===== src/rtl/dly_tap_ctrl_pkg.sv =====
// Shared types and helpers for the IDELAYE3 tap sequencer.
package dly_tap_ctrl_pkg;

  typedef enum logic [2:0] {INIT, IDLE, STEP, SETTLE, DONE} dly_state_t;

  localparam int DLY_DEFAULT_TAPS = 6;

  function automatic int tap_width(input int n);
    return $clog2(n + 1);
  endfunction

endpackage


===== src/rtl/dly_settle_timer.sv =====
// Loadable down-counter; zero flag marks the end of an init or settle interval.
module dly_settle_timer #(
  parameter int W = 8
) (
  input  logic         CLK,
  input  logic         RST,
  input  logic         load,
  input  logic         dec,
  input  logic [W-1:0] value,
  output logic         zero
);

  logic [W-1:0] cnt;

  always_ff @(posedge CLK or posedge RST) begin
    if (RST)                  cnt <= '0;
    else if (load)            cnt <= value;
    else if (dec && cnt != 0) cnt <= cnt - W'(1);
  end

  assign zero = (cnt == '0);

endmodule


===== src/rtl/dly_tap_ctrl.sv =====
// Steps one IDELAYE3 delay line to a requested tap, one CE pulse per settle interval.
// Optional DLY_TAP_CTRL_RANGE_ERR_EN: reject out-of-range targets with a req_err pulse.
module dly_tap_ctrl
  import dly_tap_ctrl_pkg::*;
#(
  parameter int NUM_TAPS      = DLY_DEFAULT_TAPS,
  parameter int TAP_W         = tap_width(NUM_TAPS),
  parameter int SETTLE_CYCLES = 4,
  parameter int RST_CYCLES    = 2
) (
  input  logic             CLK,
  input  logic             RST,
  input  logic             recal,
  input  logic             req_valid,
  output logic             req_ready,
  input  logic [TAP_W-1:0] req_tap,
  output logic             busy,
  output logic             done,
`ifdef DLY_TAP_CTRL_RANGE_ERR_EN
  output logic             req_err,
`endif
  output logic [TAP_W-1:0] cur_tap,
  output logic             dly_rst,
  output logic             dly_ce,
  output logic             dly_inc
);

  localparam int               CNT_W   = 8;
  localparam logic [TAP_W-1:0] MAX_TAP = TAP_W'(NUM_TAPS);

  dly_state_t       state, nstate;
  logic             init_arm, arm_n;
  logic [TAP_W-1:0] tgt, tgt_n;
  logic             inc_n;
  logic             tmr_ld, tmr_dec, tmr_zero;
  logic [CNT_W-1:0] tmr_val;
  logic             req_oor;
  logic [TAP_W-1:0] req_clamp;
`ifdef DLY_TAP_CTRL_RANGE_ERR_EN
  logic             err_q, err_n;
`endif

  assign req_oor   = (req_tap > MAX_TAP);
  assign req_clamp = req_oor ? MAX_TAP : req_tap;

  dly_settle_timer #(.W(CNT_W)) u_tmr (
    .CLK   (CLK),
    .RST   (RST),
    .load  (tmr_ld),
    .dec   (tmr_dec),
    .value (tmr_val),
    .zero  (tmr_zero)
  );

  always_comb begin
    nstate  = state;
    arm_n   = init_arm;
    tgt_n   = tgt;
    inc_n   = 1'b0;
    tmr_ld  = 1'b0;
    tmr_dec = 1'b0;
    tmr_val = '0;
`ifdef DLY_TAP_CTRL_RANGE_ERR_EN
    err_n   = err_q;
`endif
    case (state)
      // The first INIT cycle arms the timer; that cycle counts toward RST_CYCLES.
      INIT: begin
        if (!init_arm) begin
          if (RST_CYCLES == 1) begin
            nstate = IDLE;
          end else begin
            tmr_ld  = 1'b1;
            tmr_val = CNT_W'(RST_CYCLES - 2);
            arm_n   = 1'b1;
          end
        end else if (tmr_zero) begin
          nstate = IDLE;
          arm_n  = 1'b0;
        end else begin
          tmr_dec = 1'b1;
        end
      end
      IDLE: begin
        if (req_valid && req_ready) begin
          tgt_n = req_clamp;
`ifdef DLY_TAP_CTRL_RANGE_ERR_EN
          err_n = req_oor;
          if (req_oor)                    nstate = DONE;
          else if (req_clamp == cur_tap)  nstate = DONE;
`else
          if (req_clamp == cur_tap)       nstate = DONE;
`endif
          else begin
            nstate = STEP;
            inc_n  = (req_clamp > cur_tap);
          end
        end
      end
      STEP: begin
        nstate  = SETTLE;
        tmr_ld  = 1'b1;
        tmr_val = CNT_W'(SETTLE_CYCLES - 1);
      end
      SETTLE: begin
        if (!tmr_zero)            tmr_dec = 1'b1;
        else if (cur_tap != tgt) begin
          nstate = STEP;
          inc_n  = (tgt > cur_tap);
        end else                  nstate = DONE;
      end
      DONE:    nstate = IDLE;
      default: nstate = INIT;
    endcase
    // recal wins over everything, including a same-cycle accept.
    if (recal) begin
      nstate = INIT;
      arm_n  = 1'b0;
      tmr_ld = 1'b0;
    end
  end

  always_ff @(posedge CLK or posedge RST) begin
    if (RST) begin
      state     <= INIT;
      init_arm  <= 1'b0;
      tgt       <= '0;
      dly_rst   <= 1'b1;
      dly_ce    <= 1'b0;
      dly_inc   <= 1'b0;
      done      <= 1'b0;
      req_ready <= 1'b0;
      busy      <= 1'b1;
`ifdef DLY_TAP_CTRL_RANGE_ERR_EN
      err_q     <= 1'b0;
      req_err   <= 1'b0;
`endif
    end else begin
      state     <= nstate;
      init_arm  <= arm_n;
      tgt       <= tgt_n;
      dly_rst   <= (nstate == INIT);
      dly_ce    <= (nstate == STEP);
      dly_inc   <= (nstate == STEP) && inc_n;
      req_ready <= (nstate == IDLE);
      busy      <= (nstate != IDLE);
`ifdef DLY_TAP_CTRL_RANGE_ERR_EN
      err_q     <= err_n;
      done      <= (nstate == DONE) && !err_n;
      req_err   <= (nstate == DONE) && err_n;
`else
      done      <= (nstate == DONE);
`endif
    end
  end

  // Shadow moves on the same edge the delay line samples CE.
  always_ff @(posedge CLK or posedge RST) begin
    if (RST)                  cur_tap <= '0;
    else if (nstate == INIT)  cur_tap <= '0;
    else if (state == STEP) begin
      if (dly_inc && cur_tap != MAX_TAP)   cur_tap <= cur_tap + TAP_W'(1);
      else if (!dly_inc && cur_tap != '0)  cur_tap <= cur_tap - TAP_W'(1);
    end
  end

endmodule


===== config.mk =====
export PLATFORM = sky130hd
export DESIGN_NAME = dly_tap_ctrl
export DESIGN_NICKNAME = d
export VERILOG_FILES = /design/src/rtl/dly_tap_ctrl_pkg.sv /design/src/rtl/dly_settle_timer.sv /design/src/rtl/dly_tap_ctrl.sv
export SDC_FILE = /design/constraint.sdc
export NUM_CORES = 1
export LEC_CHECK = 0
export ABC_AREA = 1
export ABC_CLOCK_PERIOD_IN_PS = 1800
export CORE_ASPECT_RATIO = 2
export CORE_MARGIN = 2
export CORE_UTILIZATION = 55
export CTS_CLUSTER_DIAMETER = 30
export DETAILED_ROUTE_END_ITERATION = 8
export PLACE_DENSITY_LB_ADDON = 0.15
export SLEW_MARGIN = 40
export SYNTH_ARGS = -nofsm -noshare
export SYNTH_HDL_FRONTEND = slang
export SYNTH_SLANG_ARGS = --single-unit

===== constraint.sdc =====
create_clock -name CLK -period 1.8 [get_ports CLK]
set_input_delay 0.54 -clock CLK [delete_from_list [all_inputs] [get_ports CLK]]
set_output_delay 0.54 -clock CLK [all_outputs]
set_load 0.02 [all_outputs]

==> metrics.log, run 1 <==
[metrics] violation count after the first detailed-routing iteration: 22
[metrics] arrival time worst endpoint: 1.23 ns
[metrics] max capacitance violation total: 0
[metrics] Antenna Nets Post-Route: 0
[metrics] Sinks on Clock Net: 24
[metrics] RePlAce Congestion: 0.8937
[metrics] growth of design area from synthesis to finish: 26.44%
[metrics] post-detailed-route via-to-cell ratio: 5.376
[metrics] clock-pin slew on the worst setup and hold paths: 0.08 ns
[metrics] clock root cell: clkbuf_8
[metrics] Total Die Area: 0.003140 mm²
[metrics] largest incremental delay on the critical path: 0.60 ns
[metrics] crit-path leading delay family: buffers and inverters
[metrics] type of the most critical hold path: reg -> reg
[metrics] standard-cell row count: 26
[metrics] Setup Viol. Count Final: 0
[metrics] final routed wire length divided by cell count: 13.67 µm
[metrics] Worst Skew: 0.001201 ns
[metrics] deepest level of the CTS H-tree: 1
[metrics] CP required: 1.26 ns
[metrics] power consumption: 0.002171 W
[metrics] max-slew violation count: 0
[metrics] power per cell area: 1163 mW/mm²
[metrics] clock period minus final worst setup slack: 1.766 ns
[metrics] highest achievable clock rate: 0.5663 GHz
[metrics] clock tree from TritonCTS: built
[metrics] cell count after synthesis: 197
[metrics] DRC violation count after routing: 0
[metrics] share of post-route cells with drive strength above 1: 21.59%
[metrics] period utilisation layout: 98.11%
[metrics] wire length of the first global-routing pass: 5.499 mm
[metrics] crit path max-delay cell type: clkdlybuf4s50_1
[metrics] number of distinct library cells after synthesis: 26
[metrics] Vias: 1,371
[metrics] Hold Fails Final Rpt: 0
[metrics] worst skew pair latency: 0.27 ns
[metrics] total number of nets in the final design: 244
[metrics] Starting Density: 58.19%
[metrics] Avg Inst Size Synth: 7.494 µm²
[metrics] count of filler cells inserted in the layout: 207
[metrics] sum of net half-perimeters after detailed placement: 2.551 mm
[metrics] total leakage power: 1.047 nW
[metrics] instance area at placement: 0.001718 mm²
[metrics] total buffers and inverters traversed by the critical path: 1
[metrics] cell types occupying the most area after synthesis: dfrtp_1, nand2_1, inv_1
[metrics] area inside the core boundary: 0.002537 mm²
[metrics] antenna violations before repair: 0
[metrics] category of the critical setup timing path: reg -> out
[metrics] slew of the pin with the lowest slew margin: 0.3379 ns
[metrics] router iterations before antenna repair: 4
[metrics] IO Port Bufs: 15
[metrics] number of global-route vias before repair: 1,388
[metrics] kind of end point of the critical path: primary output
[metrics] summed area of non-filler cells in the final layout: 0.001867 mm²
[metrics] synthesized area: 0.001476 mm²
[metrics] hold buffer count at cts: 0
[metrics] utilization of the core after routing: 73.57%
[metrics] die width: 40.64 µm
[metrics] non-filler cells, final: 255
[metrics] count of yosys warnings during synthesis: 0
[metrics] number of antenna diodes: 0
[metrics] largest net degree at the start of global routing: 25
[metrics] cts bufs inserted: 3
[metrics] total congestion overflow: 0
[metrics] Yosys top cell area share: 37.29%
[metrics] Global Route Usage Sum: 25.19%
[metrics] share of synthesized area occupied by flip-flops and latches: 40.85%
[metrics] max-slew headroom at the worst pin: 77.39%
[metrics] biggest area consumer among synthesized cells: dfrtp_1
[metrics] critical path, cell by cell: clkdlybuf4s50_1
[metrics] routed wire length: 3.486 mm
[metrics] Max Buffers Root-to-Sink: 2
[metrics] Worst VDD drop: 0.8666 mV
[metrics] peak fanout along the critical path: 2
[metrics] I/O pin count: 16
[metrics] cell count after placement: 247
[metrics] flip-flop and latch count after synthesis: 24
[metrics] run status: complete, no violations
[metrics] height of the die: 77.27 µm
[metrics] Worst Hold Slack: 0.5070 ns
[metrics] post-synth net total: 213
[metrics] critical path startpoint category: register
cells in the mapped netlist:
cell type / count
nand2_2: 1
nand3b_1: 1
nand3_2: 1
dfstp_2: 2
fa_1: 1
dfrtp_1: 22
nand4_1: 4
nand2_4: 2
o21ai_4: 1
inv_2: 1
clkinv_2: 1
nor2_2: 4
nor2_1: 12
inv_1: 40
nor3_1: 2
a21oi_1: 4
clkbuf_1: 1
ha_1: 8
o21ai_2: 1
a211oi_1: 1
nand3_1: 20
xor2_1: 3
nand2_1: 50
o21ai_0: 9
o211ai_1: 1
o21ai_1: 4
cell usage in the layout (no fill, tap or decap):
| master | instances |
|---|---|
| a211oi_1 | 1 |
| a21oi_1 | 3 |
| a21oi_2 | 1 |
| buf_4 | 12 |
| clkbuf_8 | 4 |
| clkdlybuf4s50_1 | 6 |
| clkinv_2 | 1 |
| dfrtp_1 | 21 |
| dfrtp_2 | 1 |
| dfstp_2 | 2 |
| dlygate4sd2_1 | 8 |
| dlymetal6s2s_1 | 1 |
| fa_2 | 1 |
| ha_1 | 7 |
| ha_4 | 1 |
| inv_1 | 37 |
| inv_2 | 4 |
| nand2_1 | 44 |
| nand2_2 | 6 |
| nand2_4 | 3 |
| nand3_1 | 17 |
| nand3_2 | 3 |
| nand3_4 | 1 |
| nand3b_1 | 1 |
| nand4_1 | 4 |
| nor2_1 | 10 |
| nor2_2 | 6 |
| nor3_1 | 2 |
| o211ai_1 | 1 |
| o21ai_0 | 8 |
| o21ai_1 | 4 |
| o21ai_2 | 2 |
| o21ai_4 | 1 |
| xor2_1 | 3 |
logic make-up (layout without fill, tap and decap cells):
logic type | count (synthesis) | after routing | synth area share (%)
AO/OA/AOI/OAI | 21 | 21 | 8.475
AND/OR/NAND/NOR | 97 | 97 | 29.75
adder cells (fa/ha/maj) | 9 | 9 | 8.136
flip-flops | 24 | 24 | 40.85
buffers and inverters | 43 | 73 | 11.02
XOR/XNOR | 3 | 3 | 1.780
state kept, by name, indices dropped and copies added (netlist names):
signal,count
dly_rst,1
busy,1
done,1
req_ready,1
dly_ce,1
cur_tap,3
tgt,3
init_arm,1
dly_inc,1
u_tmr.cnt,8
state,3
layer usage:
metal	part of all wire [%]	GRT usage, %
met5	0	0
met4	4.7	15.67
met2	58	46.51
met1	34	22.05
met3	2.5	2.601
cell type report:
cell class | instances | area, µm² | share of cell area, %
multi-input cells | 130 | 780.7 | 41.82
flip-flops and latches | 24 | 604.3 | 32.37
well taps | 28 | 35.03 | 1.877
repair buffers | 27 | 232.7 | 12.47
clock buffers | 4 | 55.05 | 2.949
inverters | 42 | 158.9 | 8.512
metrics by stage:
stage | setup TNS (ns) | setup WS, ns
after floorplan | 0 | 0.1367
after global placement | -3.792 | -0.4242
final | 0 | 0.03401
after CTS | 0 | 0.004638
after global routing | -0.03305 | -0.02510
after detailed placement | -4.247 | -0.4794
worst paths after layout:
| check | depth (start not counted) | slack, ns | to | startpoint |
|---|---|---|---|---|
| hold / removal | 2 | 0.51 | tgt[0] | tgt[0] |
| max in group asynchronous | 3 | 0.91 | dly_rst | RST |
| hold reg to reg | 2 | 0.51 | tgt[0] | tgt[0] |
| setup / recovery | 1 | 0.03 | req_ready | req_ready |
| min in group asynchronous | 3 | 0.60 | u_tmr.cnt[5] | RST |
| setup reg to reg | 9 | 0.10 | cur_tap[0] | cur_tap[2] |
repair_timing:
action / CTS / global route
endpoints found under the setup margin: 16 / 10
resized for setup: 17 / 14
pin swaps: 5 / 6
buffers inserted: 1 / 3
report_power, final:
| part | switching, W | internal, W | total (W) |
|---|---|---|---|
| combinational | 0.000639 | 0.000390 | 0.00103 |
| sequential | 0.0000866 | 0.000679 | 0.000765 |
| clock | 0.000180 | 0.000196 | 0.000376 |
| total | 0.000906 | 0.00126 | 0.00217 |
(Power assumes the default switching activity.)
==> run 2, diff against run 1 <==
--- a/config.mk
+++ b/config.mk
@@ -13,6 +13,7 @@
 export CTS_CLUSTER_DIAMETER = 30
 export DETAILED_ROUTE_END_ITERATION = 8
 export PLACE_DENSITY_LB_ADDON = 0.15
+export SETUP_SLACK_MARGIN = 0.1
 export SLEW_MARGIN = 40
 export SYNTH_ARGS = -nofsm -noshare
 export SYNTH_HDL_FRONTEND = slang
==> constraint.sdc (replaced) <==
create_clock -name CLK -period 1.8 [get_ports CLK]
set_input_delay 0.27 -clock CLK [delete_from_list [all_inputs] [get_ports CLK]]
set_output_delay 0.27 -clock CLK [all_outputs]
set_load 0.02 [all_outputs]
==> metrics.log, run 2 (synthesized netlist as in run 1, its figures left out) <==
[metrics] Starting Density: 58.19% (unchanged)
[metrics] max-slew headroom at the worst pin: 77.92% (was 77.39%)
[metrics] Total Die Area: 0.003140 mm² (unchanged)
[metrics] Psw: 0.0009147 W (was 0.0009064 W)
[metrics] wire length of the first global-routing pass: 5.561 mm (was 5.499 mm)
[metrics] violation count after the first detailed-routing iteration: 37 (was 22)
[metrics] run status: complete, no violations (unchanged)
[metrics] beginning of the worst register-to-register path: cur_tap[1] (was cur_tap[2])
[metrics] reg2reg end: cur_tap[1] (was cur_tap[0])
[metrics] total buffers and inverters traversed by the critical path: 1 (unchanged)
[metrics] max-slew violation count: 0 (unchanged)
[metrics] count of filler cells inserted in the layout: 196 (was 207)
[metrics] crit path max-delay cell type: clkdlybuf4s50_1 (unchanged)
[metrics] Vias: 1,357 (was 1,371)
[metrics] highest achievable clock rate: 0.5979 GHz (was 0.5663 GHz)
[metrics] internal power contribution: 0.001375 W (was 0.001264 W)
[metrics] category of the critical setup timing path: reg -> out (unchanged)
[metrics] clock period minus final worst setup slack: 1.673 ns (was 1.766 ns)
[metrics] number of global-route vias before repair: 1,389 (was 1,388)
[metrics] minimum setup slack in the final design: 0.1274 ns (was 0.03401 ns)
[metrics] crit-path leading delay family: buffers and inverters (unchanged)
[metrics] DRC violation count after routing: 0 (unchanged)
[metrics] total number of nets in the final design: 242 (was 244)
[metrics] type of the most critical hold path: in -> async (was reg -> reg)
[metrics] Clock power frac: 21.2% (was 17.3%)
[metrics] critical path, cell by cell: clkdlybuf4s50_1 (unchanged)
[metrics] cts bufs inserted: 3 (unchanged)
[metrics] power per cell area: 1219 mW/mm² (was 1163 mW/mm²)
[metrics] largest net degree at the start of global routing: 25 (unchanged)
[metrics] growth of design area from synthesis to finish: 27.20% (was 26.44%)
[metrics] CP required: 1.53 ns (was 1.26 ns)
[metrics] final routed wire length divided by cell count: 13.98 µm (was 13.67 µm)
[metrics] worst skew pair latency: 0.28 ns (was 0.27 ns)
[metrics] Setup Viol. Count Final: 0 (unchanged)
[metrics] Worst Skew: 0.004383 ns (was 0.001201 ns)
[metrics] clock tree from TritonCTS: built (unchanged)
[metrics] Sinks on Clock Net: 24 (unchanged)
[metrics] area inside the core boundary: 0.002537 mm² (unchanged)
[metrics] Worst VDD drop: 0.9416 mV (was 0.8666 mV)
[metrics] Hold Fails Final Rpt: 0 (unchanged)
[metrics] setup repair after global routing missed its margin: false
[metrics] Worst R2R Path Depth: 9 (unchanged)
[metrics] power consumption: 0.002290 W (was 0.002171 W)
[metrics] clock root cell: clkbuf_8 (unchanged)
[metrics] hold buffer count at cts: 0 (unchanged)
[metrics] Antenna Nets Post-Route: 0 (unchanged)
[metrics] standard-cell row count: 26 (unchanged)
[metrics] Global Route Usage Sum: 25.66% (was 25.19%)
[metrics] Worst Hold Slack: 0.3157 ns (was 0.5070 ns)
[metrics] Max Buffers Root-to-Sink: 2 (unchanged)
[metrics] post-detailed-route via-to-cell ratio: 5.364 (was 5.376)
[metrics] most common library cell in the layout ignoring fill and taps: nand2_1 (unchanged)
[metrics] clock-pin slew on the worst setup and hold paths: 0.09 ns (was 0.08 ns)
[metrics] I/O pin count: 16 (unchanged)
[metrics] DP Worst Slack: -0.2266 ns (was -0.4794 ns)
[metrics] max capacitance violation total: 0 (unchanged)
[metrics] peak fanout along the critical path: 1 (was 2)
[metrics] IO Port Bufs: 15 (unchanged)
[metrics] cell depth of the worst setup path: 1 (unchanged)
[metrics] combinational share of power: 45.0% (was 47.4%)
[metrics] Reg power frac: 33.8% (was 35.3%)
[metrics] RePlAce Congestion: 0.8955 (was 0.8937)
[metrics] antenna violations before repair: 0 (unchanged)
[metrics] height of the die: 77.27 µm (unchanged)
[metrics] number of antenna diodes: 0 (unchanged)
[metrics] sum of net half-perimeters after detailed placement: 2.622 mm (was 2.551 mm)
[metrics] arrival time worst endpoint: 1.40 ns (was 1.23 ns)
[metrics] utilization of the core after routing: 74.01% (was 73.57%)
[metrics] cell count after placement: 244 (was 247)
[metrics] total leakage power: 1.019 nW (was 1.047 nW)
[metrics] routed wire length: 3.536 mm (was 3.486 mm)
[metrics] kind of end point of the critical path: primary output (unchanged)
[metrics] slack of the worst reg-to-reg path: 0.18 ns (was 0.10 ns)
[metrics] Most flops, register: u_tmr.cnt (unchanged)
[metrics] most frequent cells in the layout: nand2_1, inv_1, dfrtp_1, nand3_1, clkdlybuf4s50_1 (was nand2_1, inv_1, dfrtp_1, nand3_1, buf_4)
[metrics] largest incremental delay on the critical path: 0.59 ns (was 0.60 ns)
[metrics] total congestion overflow: 0 (unchanged)
[metrics] period utilisation layout: 92.92% (was 98.11%)
[metrics] deepest level of the CTS H-tree: 1 (unchanged)
[metrics] number of flip-flops under the largest register name: 8 (unchanged)
[metrics] share of post-route cells with drive strength above 1: 21.33% (was 21.59%)
[metrics] critical path startpoint category: register (unchanged)
[metrics] non-filler cells, final: 253 (was 255)
[metrics] die width: 40.64 µm (unchanged)
[metrics] footprint of the multi-input gates: 778.2 µm² (was 780.7 µm²)
[metrics] slew of the pin with the lowest slew margin: 0.3299 ns (was 0.3379 ns)
[metrics] total area of sequential cells: 604.3 µm² (unchanged)
[metrics] switching share of power: 39.94% (was 41.75%)
[metrics] router iterations before antenna repair: 4 (unchanged)
run 2: cell count changes in the layout (fill, tap and decap cells not counted), moves of 2 or more:
cell	change
nand2_2	+2
nor2_1	+2
nor2_2	-2
dlygate4sd2_1	-8
buf_4	-2
clkdlybuf4s50_1	+7
run 2: worst max-delay path by stage:
stage	slack, ns	to	startpoint
floorplan	0.14	cur_tap[2]	cur_tap[0]
global placement	-0.16	cur_tap[0]	req_tap[2]
detailed placement	-0.23	cur_tap[1]	req_tap[1]
CTS	0.12	busy	busy
global route	0.04	cur_tap[0]	req_tap[2]
finish	0.13	dly_rst	dly_rst
run 2: layout make-up:
type                    instances  share of cell area [%]
clock inverters                 1                   1.599
clock buffers                   3                   2.199
inverters                      42                   8.461
flip-flops and latches         24                   32.18
well taps                      28                   1.865
repair buffers                 25                   12.26
multi-input cells             130                   41.44
run 2: metal layers:
metal / up-vias / global-route usage [%] / part of all wire [%]
met4: 0 / 14.33 / 3.0
met5: - / 0 / 0
li1: 669 / - / -
met3: 9 / 3.179 / 2.2
met1: 652 / 23.90 / 34
met2: 27 / 46.67 / 61
run 2: power groups by stage:
stage                     registers [W]  logic, W  clock network, W
after floorplan                0.000782  0.000690                 0
final                          0.000774   0.00103          0.000485
after CTS                      0.000768  0.000961          0.000486
after detailed placement       0.000778  0.000957                 0
after global routing           0.000795   0.00117          0.000505
after global placement         0.000769  0.000911                 0
run 2: timing repair:
action                                 CTS  global route
setup endpoints to repair                4            10
endpoints found under the hold margin    0             0
buffers inserted                         4             1
pin swaps                                0             4
gates resized for setup                  2            23
cloned                                   0             0
run 2: tightest hold or removal path: cells and delay by family:
family	cells	cell delay, ns
buffers and inverters	3	0.73
run 2: through the flow:
stage | setup TNS (ns) | area (µm²)
final | 0 | 1878
after global routing | 0 | 1878
after CTS | 0 | 1798
after detailed placement | -1.472 | 1695
after global placement | -0.9152 | 1695
after floorplan | 0 | 1476
==> run 3, diff against run 2 <==
--- a/config.mk
+++ b/config.mk
@@ -12,6 +12,7 @@
 export CORE_UTILIZATION = 55
 export CTS_CLUSTER_DIAMETER = 30
 export DETAILED_ROUTE_END_ITERATION = 8
+export GPL_TIMING_DRIVEN = 0
 export PLACE_DENSITY_LB_ADDON = 0.15
 export SETUP_SLACK_MARGIN = 0.1
 export SLEW_MARGIN = 40
==> metrics.log, run 3 (synthesized netlist as in run 1, its figures left out) <==
[metrics] CP required: 1.53 ns (about the same)
[metrics] post-detailed-route via-to-cell ratio: 5.533 (was 5.364)
[metrics] max capacitance violation total: 0 (unchanged)
[metrics] peak fanout along the critical path: 1 (unchanged)
[metrics] final routed wire length divided by cell count: 14.15 µm (was 13.98 µm)
[metrics] total number of nets in the final design: 235 (was 242)
[metrics] Worst Skew: 0.002909 ns (was 0.004383 ns)
[metrics] total buffers and inverters traversed by the critical path: 1 (unchanged)
[metrics] RePlAce Congestion: 0.8155 (was 0.8955)
[metrics] clock period minus final worst setup slack: 1.663 ns (was 1.673 ns)
[metrics] Worst Hold Slack: 0.3263 ns (was 0.3157 ns)
[metrics] cell count after placement: 240 (was 244)
[metrics] summed area of non-filler cells in the final layout: 0.001804 mm² (was 0.001878 mm²)
[metrics] cts bufs inserted: 3 (unchanged)
[metrics] total congestion overflow: 0 (unchanged)
[metrics] power per cell area: 1211 mW/mm² (was 1219 mW/mm²)
[metrics] clock tree from TritonCTS: built (unchanged)
[metrics] violation count after the first detailed-routing iteration: 37 (unchanged)
[metrics] Antenna Nets Post-Route: 0 (unchanged)
[metrics] critical path startpoint category: register (unchanged)
[metrics] I/O pin count: 16 (unchanged)
[metrics] growth of design area from synthesis to finish: 22.20% (was 27.20%)
[metrics] most frequent cells in the layout: nand2_1, inv_1, dfrtp_1, nand3_1, clkdlybuf4s50_1 (unchanged)
[metrics] antenna violations before repair: 0 (unchanged)
[metrics] crit-path leading delay family: buffers and inverters (unchanged)
[metrics] largest incremental delay on the critical path: 0.59 ns (about the same)
[metrics] kind of end point of the critical path: primary output (unchanged)
[metrics] IO Port Bufs: 15 (unchanged)
[metrics] Most flops, register: u_tmr.cnt (unchanged)
[metrics] hold buffer count at cts: 0 (unchanged)
[metrics] max-slew violation count: 0 (unchanged)
[metrics] routed wire length: 3.482 mm (was 3.536 mm)
[metrics] Total Die Area: 0.003140 mm² (unchanged)
[metrics] Global Route Usage Sum: 23.64% (was 25.66%)
[metrics] height of the die: 77.27 µm (unchanged)
[metrics] clock-pin slew on the worst setup and hold paths: 0.09 ns (about the same)
[metrics] router iterations before antenna repair: 4 (unchanged)
[metrics] crit path max-delay cell type: clkdlybuf4s50_1 (unchanged)
[metrics] instance area at placement: 0.001662 mm² (was 0.001695 mm²)
[metrics] area inside the core boundary: 0.002537 mm² (unchanged)
[metrics] wire length of the first global-routing pass: 5.292 mm (was 5.561 mm)
[metrics] die width: 40.64 µm (unchanged)
[metrics] Hold Fails Final Rpt: 0 (unchanged)
[metrics] utilization of the core after routing: 71.10% (was 74.01%)
[metrics] category of the critical setup timing path: reg -> out (unchanged)
[metrics] setup repair after global routing missed its margin: false (unchanged)
[metrics] share of post-route cells with drive strength above 1: 18.81% (was 21.33%)
[metrics] largest net degree at the start of global routing: 25 (unchanged)
[metrics] sum of net half-perimeters after detailed placement: 2.552 mm (was 2.622 mm)
[metrics] slew of the pin with the lowest slew margin: 0.6905 ns (was 0.3299 ns)
[metrics] deepest level of the CTS H-tree: 1 (unchanged)
[metrics] Setup Viol. Count Final: 0 (unchanged)
[metrics] DRC violation count after routing: 0 (unchanged)
[metrics] worst skew pair latency: 0.28 ns (about the same)
[metrics] number of global-route vias before repair: 1,332 (was 1,389)
[metrics] most common library cell in the layout ignoring fill and taps: nand2_1 (unchanged)
[metrics] critical path, cell by cell: clkdlybuf4s50_1 (unchanged)
[metrics] standard-cell row count: 26 (unchanged)
[metrics] Sinks on Clock Net: 24 (unchanged)
[metrics] Vias: 1,361 (was 1,357)
[metrics] number of flip-flops under the largest register name: 8 (unchanged)
[metrics] Worst VDD drop: 0.8019 mV (was 0.9416 mV)
[metrics] run status: complete, no violations (unchanged)
[metrics] clock root cell: clkbuf_8 (unchanged)
[metrics] highest achievable clock rate: 0.6013 GHz (was 0.5979 GHz)
[metrics] type of the most critical hold path: in -> reg (was in -> async)
[metrics] arrival time worst endpoint: 1.39 ns (was 1.40 ns)
[metrics] number of antenna diodes: 0 (unchanged)
[metrics] Starting Density: 58.19% (unchanged)
[metrics] Max Buffers Root-to-Sink: 2 (unchanged)
[metrics] non-filler cells, final: 246 (was 253)
[metrics] max-slew headroom at the worst pin: 53.61% (was 77.92%)
[metrics] period utilisation layout: 92.39% (was 92.92%)
[metrics] total leakage power: 0.9772 nW (was 1.019 nW)
run 3: path summary, 6_finish.rpt:
| path | from | to | slack [ns] | cells past startpoint |
|---|---|---|---|---|
| min reg2reg | tgt[0] | tgt[0] | 0.50 | 2 |
| max | dly_rst | dly_rst | 0.14 | 1 |
| min in group asynchronous | RST | u_tmr.cnt[4] | 0.34 | 2 |
| max in group asynchronous | RST | cur_tap[0] | 1.09 | 2 |
| max reg2reg | cur_tap[1] | cur_tap[2] | 0.14 | 9 |
| min | req_tap[2] | tgt[2] | 0.33 | 3 |
run 3: worst reg2reg max path, stage by stage (launching register included):
cell and delay, ns:
dfrtp_2 0.42, inv_2 0.08, ha_1 0.32, nand3_2 0.13
a21oi_2 0.19, nand3_2 0.10, nand2_2 0.10, nand3_4 0.11
nand2_1 0.08, inv_1 0.04
run 3: timing repair:
item / CTS / global route
endpoints found under the setup margin: 8 / 8
gates resized for setup: 5 / 20
setup buffers: 0 / 2
endpoints found under the hold margin: 0 / 0
pin swaps: 1 / 5
run 3: through the flow:
step | power, W | TNS (ns) | worst slack [ns]
2_1_floorplan | 0.001472 | 0 | 0.1367
3_3_place_gp | 0.001651 | -1.567 | -0.2552
3_5_place_dp | 0.001714 | -2.475 | -0.3475
4_1_cts | 0.002088 | 0 | 0.1109
5_1_grt | 0.002342 | 0 | 0.05951
6_report | 0.002184 | 0 | 0.1369
run 3: power by group:
group,switching [W],internal (W),total [W],leakage (nW)
registers,0.0000976,0.000679,0.000776,0.314
clock network,0.000188,0.000196,0.000384,0.0288
logic,0.000648,0.000376,0.00102,0.634
total,0.000933,0.00125,0.00218,0.977
run 3: layout make-up:
type | instances | area (µm²)
sequential | 24 | 605.6
multi-input combinational | 130 | 775.7
fill | 205 | 733.2
timing repair buffer | 17 | 170.2
inverter | 42 | 158.9
tap | 28 | 35.03
buffer | 1 | 3.754
clock buffer | 4 | 55.05
run 3: routing by layer:
metal	track usage [%]	wire length (µm)	up-vias	part of all wire [%]
met4	11.00	138	0	4.0
met2	43.97	2092	37	60
met5	0	0	-	0
met3	2.312	114	14	3.3
li1	-	-	657	-
met1	22.52	1136	653	33
